File: src/rtl/adder_share_arbiter.sv
// Round-robin shared 8-bit adder: one registered result per accept, held until res_ready (busy while held).
// Optional ADD_SAT_EN macro clamps res_sum to 8'hFF on carry-out; res_carry always reports the raw carry.
module adder_share_arbiter #(
  parameter int NUM_REQ = 4,
  parameter int IDW     = 2,
  parameter int CNTW    = 16
) (
  input  logic                 clk,
  input  logic                 rst,
  input  logic [NUM_REQ-1:0]   req_valid,
  input  logic [NUM_REQ*8-1:0] req_a,
  input  logic [NUM_REQ*8-1:0] req_b,
  output logic [NUM_REQ-1:0]   req_ready,
  output logic                 res_valid,
  input  logic                 res_ready,
  output logic [7:0]           res_sum,
  output logic                 res_carry,
  output logic [IDW-1:0]       res_id,
  output logic                 busy,
  output logic [CNTW-1:0]      op_count,
  output logic [CNTW-1:0]      carry_count
);

  typedef enum logic {
    IDLE = 1'b0,
    HOLD = 1'b1
  } state_t;

  state_t         state;
  state_t         state_nxt;
  logic [IDW-1:0] rr_ptr;
  logic [IDW-1:0] grant;
  logic           grant_found;
  logic           accept;
  logic           retire;
  logic [7:0]     op_a;
  logic [7:0]     op_b;
  logic [8:0]     sum_raw;
  logic [7:0]     sum_nxt;

  function automatic int wrap_idx(input int base, input int off);
    int s;
    s = base + off;
    return (s >= NUM_REQ) ? s - NUM_REQ : s;
  endfunction

  // Walk offsets from highest to lowest so the requester closest to rr_ptr wins.
  always_comb begin
    grant       = '0;
    grant_found = 1'b0;
    for (int k = NUM_REQ - 1; k >= 0; k--) begin
      if (req_valid[wrap_idx(int'(rr_ptr), k)]) begin
        grant       = IDW'(wrap_idx(int'(rr_ptr), k));
        grant_found = 1'b1;
      end
    end
  end

  always_ff @(posedge clk or posedge rst) begin
    if (rst) begin
      state <= IDLE;
    end else begin
      state <= state_nxt;
    end
  end

  // rst gates the grant so req_ready reads zero while reset is held.
  always_comb begin
    state_nxt = state;
    accept    = 1'b0;
    retire    = 1'b0;
    req_ready = '0;
    case (state)
      IDLE: begin
        if (grant_found && !rst) begin
          accept           = 1'b1;
          req_ready[grant] = 1'b1;
          state_nxt        = HOLD;
        end
      end
      HOLD: begin
        if (res_ready) begin
          retire    = 1'b1;
          state_nxt = IDLE;
        end
      end
      default: state_nxt = IDLE;
    endcase
  end

  assign op_a    = req_a[int'(grant)*8 +: 8];
  assign op_b    = req_b[int'(grant)*8 +: 8];
  assign sum_raw = {1'b0, op_a} + {1'b0, op_b};

`ifdef ADD_SAT_EN
  assign sum_nxt = sum_raw[8] ? 8'hFF : sum_raw[7:0];
`else
  assign sum_nxt = sum_raw[7:0];
`endif

  always_ff @(posedge clk or posedge rst) begin
    if (rst) begin
      rr_ptr      <= '0;
      res_sum     <= '0;
      res_carry   <= 1'b0;
      res_id      <= '0;
      op_count    <= '0;
      carry_count <= '0;
    end else begin
      if (accept) begin
        res_sum   <= sum_nxt;
        res_carry <= sum_raw[8];
        res_id    <= grant;
        rr_ptr    <= (grant == IDW'(NUM_REQ - 1)) ? '0 : grant + 1'b1;
      end
      // Statistics count retirements, so a result dropped by reset is never counted.
      if (retire) begin
        if (op_count != '1) begin
          op_count <= op_count + 1'b1;
        end
        if (res_carry && (carry_count != '1)) begin
          carry_count <= carry_count + 1'b1;
        end
      end
    end
  end

  assign res_valid = (state == HOLD);
  assign busy      = (state == HOLD);

endmodule
File: config.mk
export PLATFORM = sky130hd
export DESIGN_NAME = adder_share_arbiter
export DESIGN_NICKNAME = d
export VERILOG_FILES = /design/src/rtl/adder_share_arbiter.sv
export SDC_FILE = /design/constraint.sdc
export NUM_CORES = 1
export LEC_CHECK = 0
export CAP_MARGIN = 10
export CORE_MARGIN = 10
export CORE_UTILIZATION = 40
export CTS_CLUSTER_SIZE = 8
export DETAILED_ROUTE_END_ITERATION = 6
export GPL_ROUTABILITY_DRIVEN = 0
export HOLD_SLACK_MARGIN = 0.08
export MAX_ROUTING_LAYER = met4
export PLACE_DENSITY = 0.75
export SLEW_MARGIN = 10
export SYNTH_ARGS = -nofsm -noshare
export SYNTH_HDL_FRONTEND = slang
export SYNTH_SLANG_ARGS = --single-unit
File: constraint.sdc
create_clock -name clk -period 4.3 [get_ports clk]
set_input_delay 0.43 -clock clk [delete_from_list [all_inputs] [get_ports clk]]
set_output_delay 0.43 -clock clk [all_outputs]
set_load 0.01 [all_outputs]
After elaboration in Yosys (flattened, before gate mapping)
Cells that the tools add are included.
- add/sub/neg operators: 11
- order comparisons: 10
- eq/ne operators: 3
- shifts and indexed selects: 2
- mux-type cells: 35
- bitwise logic cells: 1
- reduce and logical (&&, ||, !) cells: 6
- operators by type and width (cell ; count):
    32-bit by 4-bit < comparator with 1-bit output, second input constant ; 4
    32-bit two-way mux ; 4
    32-bit by 6-bit variable part select with 8-bit output ; 2
    16-bit by 1-bit adder with 16-bit output, second input constant ; 2
    16-bit != test, second input constant ; 2
    1-bit two-way mux ; 18
    3-bit by 3-bit subtractor with 4-bit output, second input constant ; 3
    2-bit two-way mux ; 5
    8-bit by 8-bit adder with 9-bit output ; 1
    3-bit >= comparator, second input constant ; 3
    1-bit binary-select mux with 2-bit select ; 4
    4-bit two-way mux ; 2
    2-bit by 2-bit adder with 3-bit output, second input constant ; 2
    2-bit AND reduction ; 2
    2-bit by 3-bit subtractor with 4-bit output, second input constant ; 1
    2-bit by 1-bit adder with 3-bit output, second input constant ; 1
    2-bit by 3-bit >= comparator with 1-bit output, second input constant ; 1
    1-bit logical AND ; 3
    2-bit by 3-bit < comparator with 1-bit output, second input constant ; 1
    2-bit by 1-bit adder with 2-bit output, second input constant ; 1
    1-bit demux with 2-bit select ; 1
    2-bit equality test, second input constant ; 1
    2-bit by 1-bit >= comparator with 1-bit output, second input constant ; 1
    1-bit case mux with 2 select lines ; 1
    other kinds (2) ; 2
- flip-flop bits (word level): 46
- input port bits: 71
- output and inout port bits: 49
- logic and storage cells: 75

Longest topological paths before layout
Gate-level depths: netlist of the first run.
- word-level depth: 16
- gate-level depth with buffers: 14
- gate-level depth less buffers: 12

Worst setup path after synthesis of the first run
No wires, ideal clock.
- path kind: register to register
- start: register rr_ptr[1]
- end: register res_sum[6]
- library setup time: 125 ps
- arrival: 2901 ps
- required time: 4175 ps
- setup slack: 1273 ps
- stages on the path, launching flop included: 15
- path buffers: 2
- clock period less this slack: 3027 ps
- cells stage by stage: dfrtp_1 > mux2i_1 > nor2_1 > a311oi_1 > buf_4 > buf_12 > mux2i_1 > mux2i_1 > ha_1 > fa_1 > a21o_1 > a31oi_1 > nand2b_1 > a211oi_1 > o31ai_1
- word-level cells in the longest chain between the ends: 13
- elaborated cells between the ends (all ways): 41
- classes of those cells: 8 x add/sub; 4 x order compare; 2 x shift; 26 x mux; 1 x reduce/logical
- ends and longest elaborated chain (what ; RTL line ; text):
    start: declaration ; 31 ; logic [IDW-1:0] rr_ptr;
    start signal: assignment ; 114 ; rr_ptr <= (grant == IDW'(NUM_REQ - 1)) ? '0 : grant + 1'b1;
    branches (longest 13 deep; another with 8-bit by 8-bit adder with 9-bit output) ; n/a ;
    end signal: assignment ; 111 ; res_sum <= sum_nxt;
    end: declaration ; 16 ; output logic [7:0] res_sum,
Parallel ways; which one is timed is not known. The select of a mux whose other input is x is not followed.
A chain may end at the register's enable or synchronous reset.

Worst setup path after layout of the first run
- start: input port req_valid[0]
- end: register res_sum[6]
- word-level cells in the longest chain between the ends: 10
- elaborated cells between the ends (all ways): 26
- classes of those cells: 1 x add/sub; 2 x shift; 22 x mux; 1 x reduce/logical
- ends and longest elaborated chain (what ; RTL line ; text):
    start: declaration ; 10 ; input logic [NUM_REQ-1:0] req_valid,
    branches (longest 10 deep; another with 8-bit by 8-bit adder with 9-bit output) ; n/a ;
Parallel ways; which one is timed is not known. The select of a mux whose other input is x is not followed.

==> qor.csv, run 1 <==
stage,metric,value,unit
run_status,outcome,"complete, no violations",
floorplanning,die_area,11330,um2
synth,yosysMostFrequentCell,mux2i_1,
run,maxCapViolations,0,
synth,syn_inst,297,
floorplanning,ios,120,
synth,synth_top_family_by_area,multiplexers,
clock_network,clk_path_buf_depth,2,
worst_setup_path,cp.arrival,3.74,ns
detailed_routing,num_vias,2635,
worst_setup_path,slowest_delay,0.51,ns
global_routing,grt_pass1_wl,13540,um
worst_setup_path,crit_slowest_cell,clkdlybuf4s50_1,
pwr,total_power,1.989,mW
sta,fin_crit,3.580,ns
global_routing,grt_overflow,0,
sta,fmax,0.2794,GHz
detailed_routing,drc,0,
sta,setup_viol_count_final,0,
global_routing,grt_max_degree,47,
global_routing,gr-usage-all-layers,14.56,%
clock_network,cts_resized,0,
sta,finalMaxSlewViolations,0,
worst_setup_path,required,4.46,ns
synth,synthMuxAreaShare,17.17,%
detailed_routing,ant_nets,0,
detailed_routing,avgRoutedWirePerCell,15.49,um
cells_and_area,drive_gt1_share,4.317,%
worst_setup_path,critPathKind,in -> reg,
clock_network,hold_buffers,0,
synth,synth_edf_count,0,
sta,finClkSkew,0.007533,ns
sta,worst_slew_pin_slew,0.9237,ns
clock_network,cts.sinks,46,
synth,synth-xor-area-share,9.380,%
clock_network,cts_tree,yes,
detailed_routing,routed_via_density,5.107,
worst_setup_path,crit_path_frequent_cell,mux2i_1,
floorplanning,rows,31,
clock_network,numCtsBuffers,5,
synth,synthArstFlopShare,100.0,%
worst_setup_path,cp-start-kind,input port,
global_routing,grt_pass1_vias,2871,
sta,slew_headroom,38.33,%
worst_setup_path,crit_buf_inv,2,
synth,yosys.area_share.simple,16.71,%
cells_and_area,nFillCells,651,
sta,min_period_over_period,83.24,%
sta,final-hold-violation-count,0,
worst_setup_path,critPathTopFamily,compound AO/OA/AOI/OAI gates,
synth,yosysTopAreaCell,dfrtp_1,
sta,rsz0062_at_grt,no,
detailed_routing,drtIter0Drc,132,
min_path,min_path_type,reg -> reg,
synth,synth-main-ff-cell,dfrtp_1,
pwr,power.leakage,1.915,nW
floorplanning,start_util,41.19,%
synth,synth_compound_area_share,7.580,%
clock_network,post-cts-setup-buffers,0,
worst_setup_path,end_kind,flip-flop,
pwr,peakVddDrop,0.0002038,V
clock_network,h-tree-depth,2,
worst_setup_path,crit_path_cell_trace,clkdlybuf4s50_1 > mux2i_1 > nor2_1 > a311oi_4 > buf_12 > mux2i_1 > mux2i_1 > ha_1 > fa_1 > a21o_1 > a31oi_1 > nand2b_1 > a211oi_1 > o31ai_1,
synth,synth_cell_type_count,38,
sta,setup_tns,0,ns
clock_network,clkLatencyLatePin,0.30,ns
floorplanning,fp.dieW,106.4,um
synth,ys_top_cells_by_area,"dfrtp_1, mux2i_1, ha_1",
floorplanning,core_area,7253,um2
worst_setup_path,worstPathMaxFanout,36,
synth,netlist_area,2988,um2
sta,timing.hold.ws,0.4799,ns
synth,yosysWarnings,0,
global_routing,antenna_found_initial,0,
detailed_routing,drt-total-wl,7994,um
synth,ys_seq_area_share,38.53,%
floorplanning,die_y,106.4,um
synth,synth_nets,383,
clock_network,clk_pin_slew,0.08,ns
placed_design,dp_hpwl,6634,um
cells_and_area,n_antenna_cell,0,
placed_design,portBuffers,119,
synth,syn_avg_cell_area,10.06,um2
clock_network,cts-root-buf,clkbuf_8,
pwr,power_density,456.8,nW/um2
cells_and_area,syn_to_final_growth,45.77,%
cells_and_area,final_util,60.05,%
cells_and_area,fin_nets,502,
synth,synth_common_cells,"mux2i_1, dfrtp_1, nand2_1, xnor2_1",
synth,yosys.area.top_type_share,38.53,%
detailed_routing,first_pass_iters,4,
synth,ys_ff_latch,46,
synth,yosys.area_share.adder,6.533,%
area by class of cell:
class                   count  area [um2]  area share [%]
multi-input cells         234        1737           39.87
repair buffers            122        1226           28.15
flip-flops and latches     46        1151           26.43
well taps                  99       123.9           2.844
clock buffers               7       86.33           1.982
inverters                   7       26.28          0.6033
clock inverters             1       5.005          0.1149
flip-flops by register name (all words and copies together) (netlist names):
| name | flops |
|---|---|
| busy | 1 |
| carry_count | 16 |
| op_count | 16 |
| res_carry | 1 |
| res_id | 2 |
| res_sum | 8 |
| rr_ptr | 2 |
per-stage QoR:
stage          worst slack [ns]  area (um2)  std cells
6_report                 0.7205        4355        516
5_1_grt                  0.5179        4355        516
3_5_place_dp             0.4110        4259        508
2_1_floorplan             1.273        2988        297
3_3_place_gp             0.5792        4259        508
4_1_cts                  0.7321        4350        516
final timing paths:
path | from | endpoint | slack [ns] | cells past startpoint
worst max-delay path | req_valid[0] | res_sum[6] | 0.72 | 14
worst min-delay path | res_sum[7] | res_sum[7] | 0.48 | 2
worst max register to register | rr_ptr[1] | res_sum[6] | 0.85 | 13
worst min register to register | res_sum[7] | res_sum[7] | 0.48 | 2
max in group asynchronous | rst | busy | 3.00 | 2
min in group asynchronous | rst | op_count[7] | 0.72 | 2
kinds of logic after synthesis:
| kind of cell | Yosys count |
|---|---|
| flops | 46 |
| simple gates | 99 |
| fa+ha+maj | 15 |
| xor+xnor | 32 |
| mux | 51 |
| buf+inv | 17 |
| compound gates | 37 |
worst register-to-register path: stages (launching register included):
cell	delay (ns)
dfrtp_1	0.48
mux2i_1	0.21
nor2_1	0.08
a311oi_4	0.30
buf_12	0.28
mux2i_1	0.25
mux2i_1	0.10
ha_1	0.27
fa_1	0.41
a21o_1	0.21
a31oi_1	0.30
nand2b_1	0.10
a211oi_1	0.24
o31ai_1	0.09
per-layer routing:
layer	share of wire, %	global-route usage, %	vias up
met4	0.93	3.095	0
met1	45	17.28	1220
met2	45	23.28	107
met3	8.3	5.254	6
met5	0	-	-
li1	-	-	1302
cell usage in the layout (no fill, tap or decap), types with 2 or more instances in the layout:
master	n
a211oi_1	4
a21o_1	2
a21oi_1	8
and2_1	8
and3_1	4
and4_1	3
buf_4	2
clkbuf_8	6
clkdlybuf4s50_1	119
dfrtp_1	46
ha_1	14
inv_1	6
mux2_2	2
mux2i_1	49
nand2_1	31
nand2b_1	2
nand3_1	11
nand4_1	14
nor2_1	14
nor3_1	5
nor4_1	2
o21ai_0	14
o31ai_1	2
or3_1	2
xnor2_1	20
xor2_1	12
power by group:
group / internal, mW / switching (mW) / total [mW]
clock: 0.130 / 0.140 / 0.270
sequential: 0.537 / 0.116 / 0.653
combinational: 0.563 / 0.504 / 1.07
total: 1.23 / 0.760 / 1.99
Note: power is estimated with default switching activity, not from simulation.
==> run 2, diff against run 1 <==
PLACE_DENSITY = 0.78   (was 0.75)
clock period = 2.9 ns   (was 4.3 ns; I/O delays follow)
==> run 2 against run 1 <==
The flow now stops in detailed routing (5_2_route). Synthesized cell count unchanged. Synthesized area stayed put. Global-route usage increased by 0.75 points.
==> qor.csv, run 2 <==
stage,metric,value,unit
global_routing,gr-usage-all-layers,15.31,%
floorplanning,rows,31,
global_routing,grt_pass1_vias,3057,
synth,ys_top_cells_by_area,"dfrtp_1, mux2i_1, ha_1",
global_routing,grt_pass1_wl,14100,um
floorplanning,fp.dieW,106.4,um
synth,synth_nets,383,
floorplanning,start_util,41.19,%
floorplanning,ios,120,
synth,ys_ff_latch,46,
clock_network,numCtsBuffers,5,
synth,synth_edf_count,0,
synth,ys_seq_area_share,38.53,%
clock_network,clk_path_buf_depth,2,
clock_network,cts-root-buf,clkbuf_8,
placed_design,dp_hpwl,6943,um
clock_network,cts.sinks,46,
global_routing,antenna_found_initial,0,
synth,netlist_area,2988,um2
synth,syn_inst,297,
synth,syn_avg_cell_area,10.06,um2
synth,yosysTopAreaCell,dfrtp_1,
run_status,haltStage,detailed routing (5_2_route),
placed_design,portBuffers,119,
run_status,error_line,[ERROR DRT-0255] Maze Route cannot find path of net clk in worker of routeBox ( 96600 0 ) ( 106425 48300 ).,
synth,synth_cell_type_count,38,
synth,synth-main-ff-cell,dfrtp_1,
clock_network,h-tree-depth,2,
global_routing,grt_max_degree,47,
synth,synthArstFlopShare,100.0,%
sta,worstEndpointGrtRepair,res_sum[6]$_DFFE_PP0P_/D,
synth,yosysMostFrequentCell,mux2i_1,
synth,synth_common_cells,"mux2i_1, dfrtp_1, nand2_1, xnor2_1",
run_status,outcome,aborted with a tool error,
clock_network,hold_buffers,0,
floorplanning,die_y,106.4,um
global_routing,grt_overflow,0,
synth,yosys.area.top_type_share,38.53,%
sta,worst-ep-kind,register data pin,
synth,yosysWarnings,0,
[run 2: cell counts after synthesis]
Identical to the previous run, type by type.
[run 2: timing repair]
action                                  in CTS  in global routing
pin swaps                                    0                 12
cloned                                       0                  1
gates resized for setup                      1                 20
endpoints found under the setup margin       8                  9
buffers inserted                             3                  4
[run 2: kinds of logic after synthesis]
logic type,Yosys count,synth area share (%)
muxes,51,17.17
AOI/OAI and AO/OA,37,7.580
buffers and inverters,17,4.104
adders and majority gates,15,6.533
and+or+nand+nor,99,16.71
DFF,46,38.53
xor gates and xnor gates,32,9.380
[run 2: metal layers]
layer / global-route usage, %
met1: 17.56
met2: 24.73
met3: 5.495
met4: 4.352
met5: -
[run 2: stage by stage]
step	setup TNS (ns)	hold WS, ns	std cells	worst slack, ns	area [um2]
4_1_cts	-0.2044	0.4982	540	-0.08642	4547
5_1_grt	-1.014	0.5201	545	-0.3191	4661
2_1_floorplan	0	0.3864	297	0.02488	2999
3_5_place_dp	-2.160	0.4762	529	-0.4060	4428
3_3_place_gp	-1.536	0.4634	529	-0.2993	4428
==> run 3, diff against run 2 <==
CORE_UTILIZATION = 25   (was 40)
CTS_CLUSTER_SIZE = default   (was 8)
HOLD_SLACK_MARGIN = default   (was 0.08)
MAX_ROUTING_LAYER = default   (was met4)
PLACE_DENSITY = default   (was 0.78)
PLACE_DENSITY_LB_ADDON = 0.15   (was default)
clock period = 3.8 ns   (was 2.9 ns; I/O delays follow)
==> run 3 against run 2 <==
The flow now finishes without violations. Global-route usage shrank 5.1 points.
==> qor.csv, run 3 (synthesis gave the netlist of run 1 again) <==
stage,metric,value,unit
sta,worst_slew_pin_slew,0.9901,ns
sta,fmax,0.2985,GHz
cells_and_area,fin_nets,507,
pwr,peakVddDrop,0.0001724,V
run_status,outcome,"complete, no violations",
clock_network,cts_tree,yes,
detailed_routing,avgRoutedWirePerCell,15.25,um
global_routing,gr-usage-all-layers,10.18,%
sta,min_period_over_period,88.15,%
placed_design,dp_hpwl,7205,um
cells_and_area,nFillCells,1164,
sta,slew_headroom,33.90,%
worst_setup_path,end_kind,flip-flop,
sta,setup_viol_count_final,0,
pwr,total_power,2.415,mW
worst_setup_path,cp.arrival,3.49,ns
clock_network,h-tree-depth,2,
detailed_routing,ant_nets,0,
placed_design,portBuffers,119,
worst_setup_path,worst_r2r_path_depth,13,
sta,fin_crit,3.350,ns
clock_network,cts.sinks,46,
detailed_routing,drc,0,
floorplanning,start_util,25.84,%
clock_network,clkLatencyLatePin,0.28,ns
cells_and_area,layout_common_cells,"clkdlybuf4s50_1, mux2i_1, dfrtp_1, nand2_1, xnor2_1",
sta,final-hold-violation-count,0,
sta,rsz0062_at_grt,no,
worst_setup_path,reg2reg_slack,0.46,ns
floorplanning,core_area,11560,um2
min_path,hold_end,res_sum[1],
cells_and_area,n_antenna_cell,0,
worst_setup_path,worstPathMaxFanout,13,
worst_setup_path,critPathKind,in -> reg,
clock_network,clk_path_buf_depth,2,
worst_setup_path,required,3.94,ns
cells_and_area,syn_to_final_growth,50.54,%
cells_and_area,reg.largest.list,"carry_count (16), op_count (16), res_sum (8)",
worst_setup_path,reg2reg_to,res_sum[6],
pwr,power_density,537.0,nW/um2
detailed_routing,routed_via_density,4.549,
floorplanning,die_area,16720,um2
worst_setup_path,r2r_start,rr_ptr[1],
global_routing,grt_pass1_wl,14040,um
min_path,holdCritStartpoint,res_sum[1],
global_routing,antenna_found_initial,0,
detailed_routing,drtIter0Drc,92,
clock_network,clk_pin_slew,0.06,ns
global_routing,grt_pass1_vias,2787,
cells_and_area,drive_gt1_share,5.450,%
sta,finalMaxSlewViolations,0,
clock_network,hold_buffers,0,
detailed_routing,num_vias,2570,
min_path,min_path_cells,2,
clock_network,cts_resized,0,
sta,setup_tns,0,ns
pwr,power.leakage,1.960,nW
min_path,min_path_type,reg -> reg,
clock_network,cts-root-buf,clkbuf_16,
global_routing,grt_overflow,0,
cells_and_area,final_common_cell,clkdlybuf4s50_1,
detailed_routing,first_pass_iters,4,
floorplanning,ios,120,
clock_network,post-cts-setup-buffers,0,
global_routing,grt_max_degree,47,
floorplanning,fp.dieW,129.3,um
run,maxCapViolations,0,
detailed_routing,drt-total-wl,8615,um
floorplanning,die_y,129.3,um
sta,finClkSkew,0.003456,ns
clock_network,numCtsBuffers,5,
floorplanning,rows,39,
worst_setup_path,cp-start-kind,input port,
## run 3: critical path, cell delays in order
cell and delay [ns]:
clkdlybuf4s50_1 0.46, mux2i_1 0.15, nor2_1 0.08, a311oi_4 0.33, buf_12 0.20, mux2i_1 0.21, mux2i_1 0.10, ha_1 0.26
fa_1 0.42, a21o_1 0.21, a31oi_1 0.27, nand2b_1 0.09, a211oi_1 0.24, o31ai_1 0.08
## run 3: routing by layer
layer / vias up / track usage [%] / wire [um]
li1: 1313 / - / -
met1: 1177 / 11.81 / 3727
met2: 78 / 17.06 / 4018
met3: 2 / 4.323 / 814
met4: 0 / 2.408 / 55
met5: - / 0 / 0
## run 3: layout make-up
cell class              count  area (um2)  share of cell area [%]
multi-input cells         234        1732                   38.50
repair buffers            127        1264                   28.09
flip-flops and latches     46        1151                   25.59
well taps                 143       178.9                   3.978
clock buffers               5       125.1                   2.782
inverters                   7       26.28                  0.5841
clock inverters             3       21.27                  0.4729
## run 3: power by group
| group | internal, mW | total (mW) | switching, mW |
|---|---|---|---|
| Combinational | 0.656 | 1.24 | 0.585 |
| Sequential | 0.608 | 0.742 | 0.134 |
| Clock | 0.244 | 0.432 | 0.189 |
| Total | 1.51 | 2.42 | 0.907 |
## run 3: metrics by stage
| stage | hold WS [ns] | cells | instance area, um2 | setup WS, ns | utilization [%] |
|---|---|---|---|---|---|
| 4_1_cts | 0.4781 | 565 | 4498 | 0.4156 | 38.89 |
| 6_report | 0.4724 | 565 | 4498 | 0.4501 | 38.89 |
| 2_1_floorplan | 0.4764 | 297 | 2988 | 0.7731 | - |
| 3_5_place_dp | 0.4620 | 557 | 4352 | 0.1303 | 37.63 |
| 3_3_place_gp | 0.4623 | 557 | 4352 | 0.2361 | 37.63 |
| 5_1_grt | 0.5204 | 565 | 4498 | 0.2116 | 38.89 |
## run 3: worst max path at each step
stage	from	end	slack, ns	cells after the start
4_1_cts	rr_ptr[1]	res_sum[6]	0.42	13
2_1_floorplan	rr_ptr[1]	res_sum[6]	0.77	14
3_3_place_gp	req_valid[2]	res_sum[6]	0.24	14
3_5_place_dp	req_valid[2]	res_sum[6]	0.13	14
6_report	req_valid[2]	res_sum[6]	0.45	14
5_1_grt	rr_ptr[1]	res_sum[6]	0.21	13
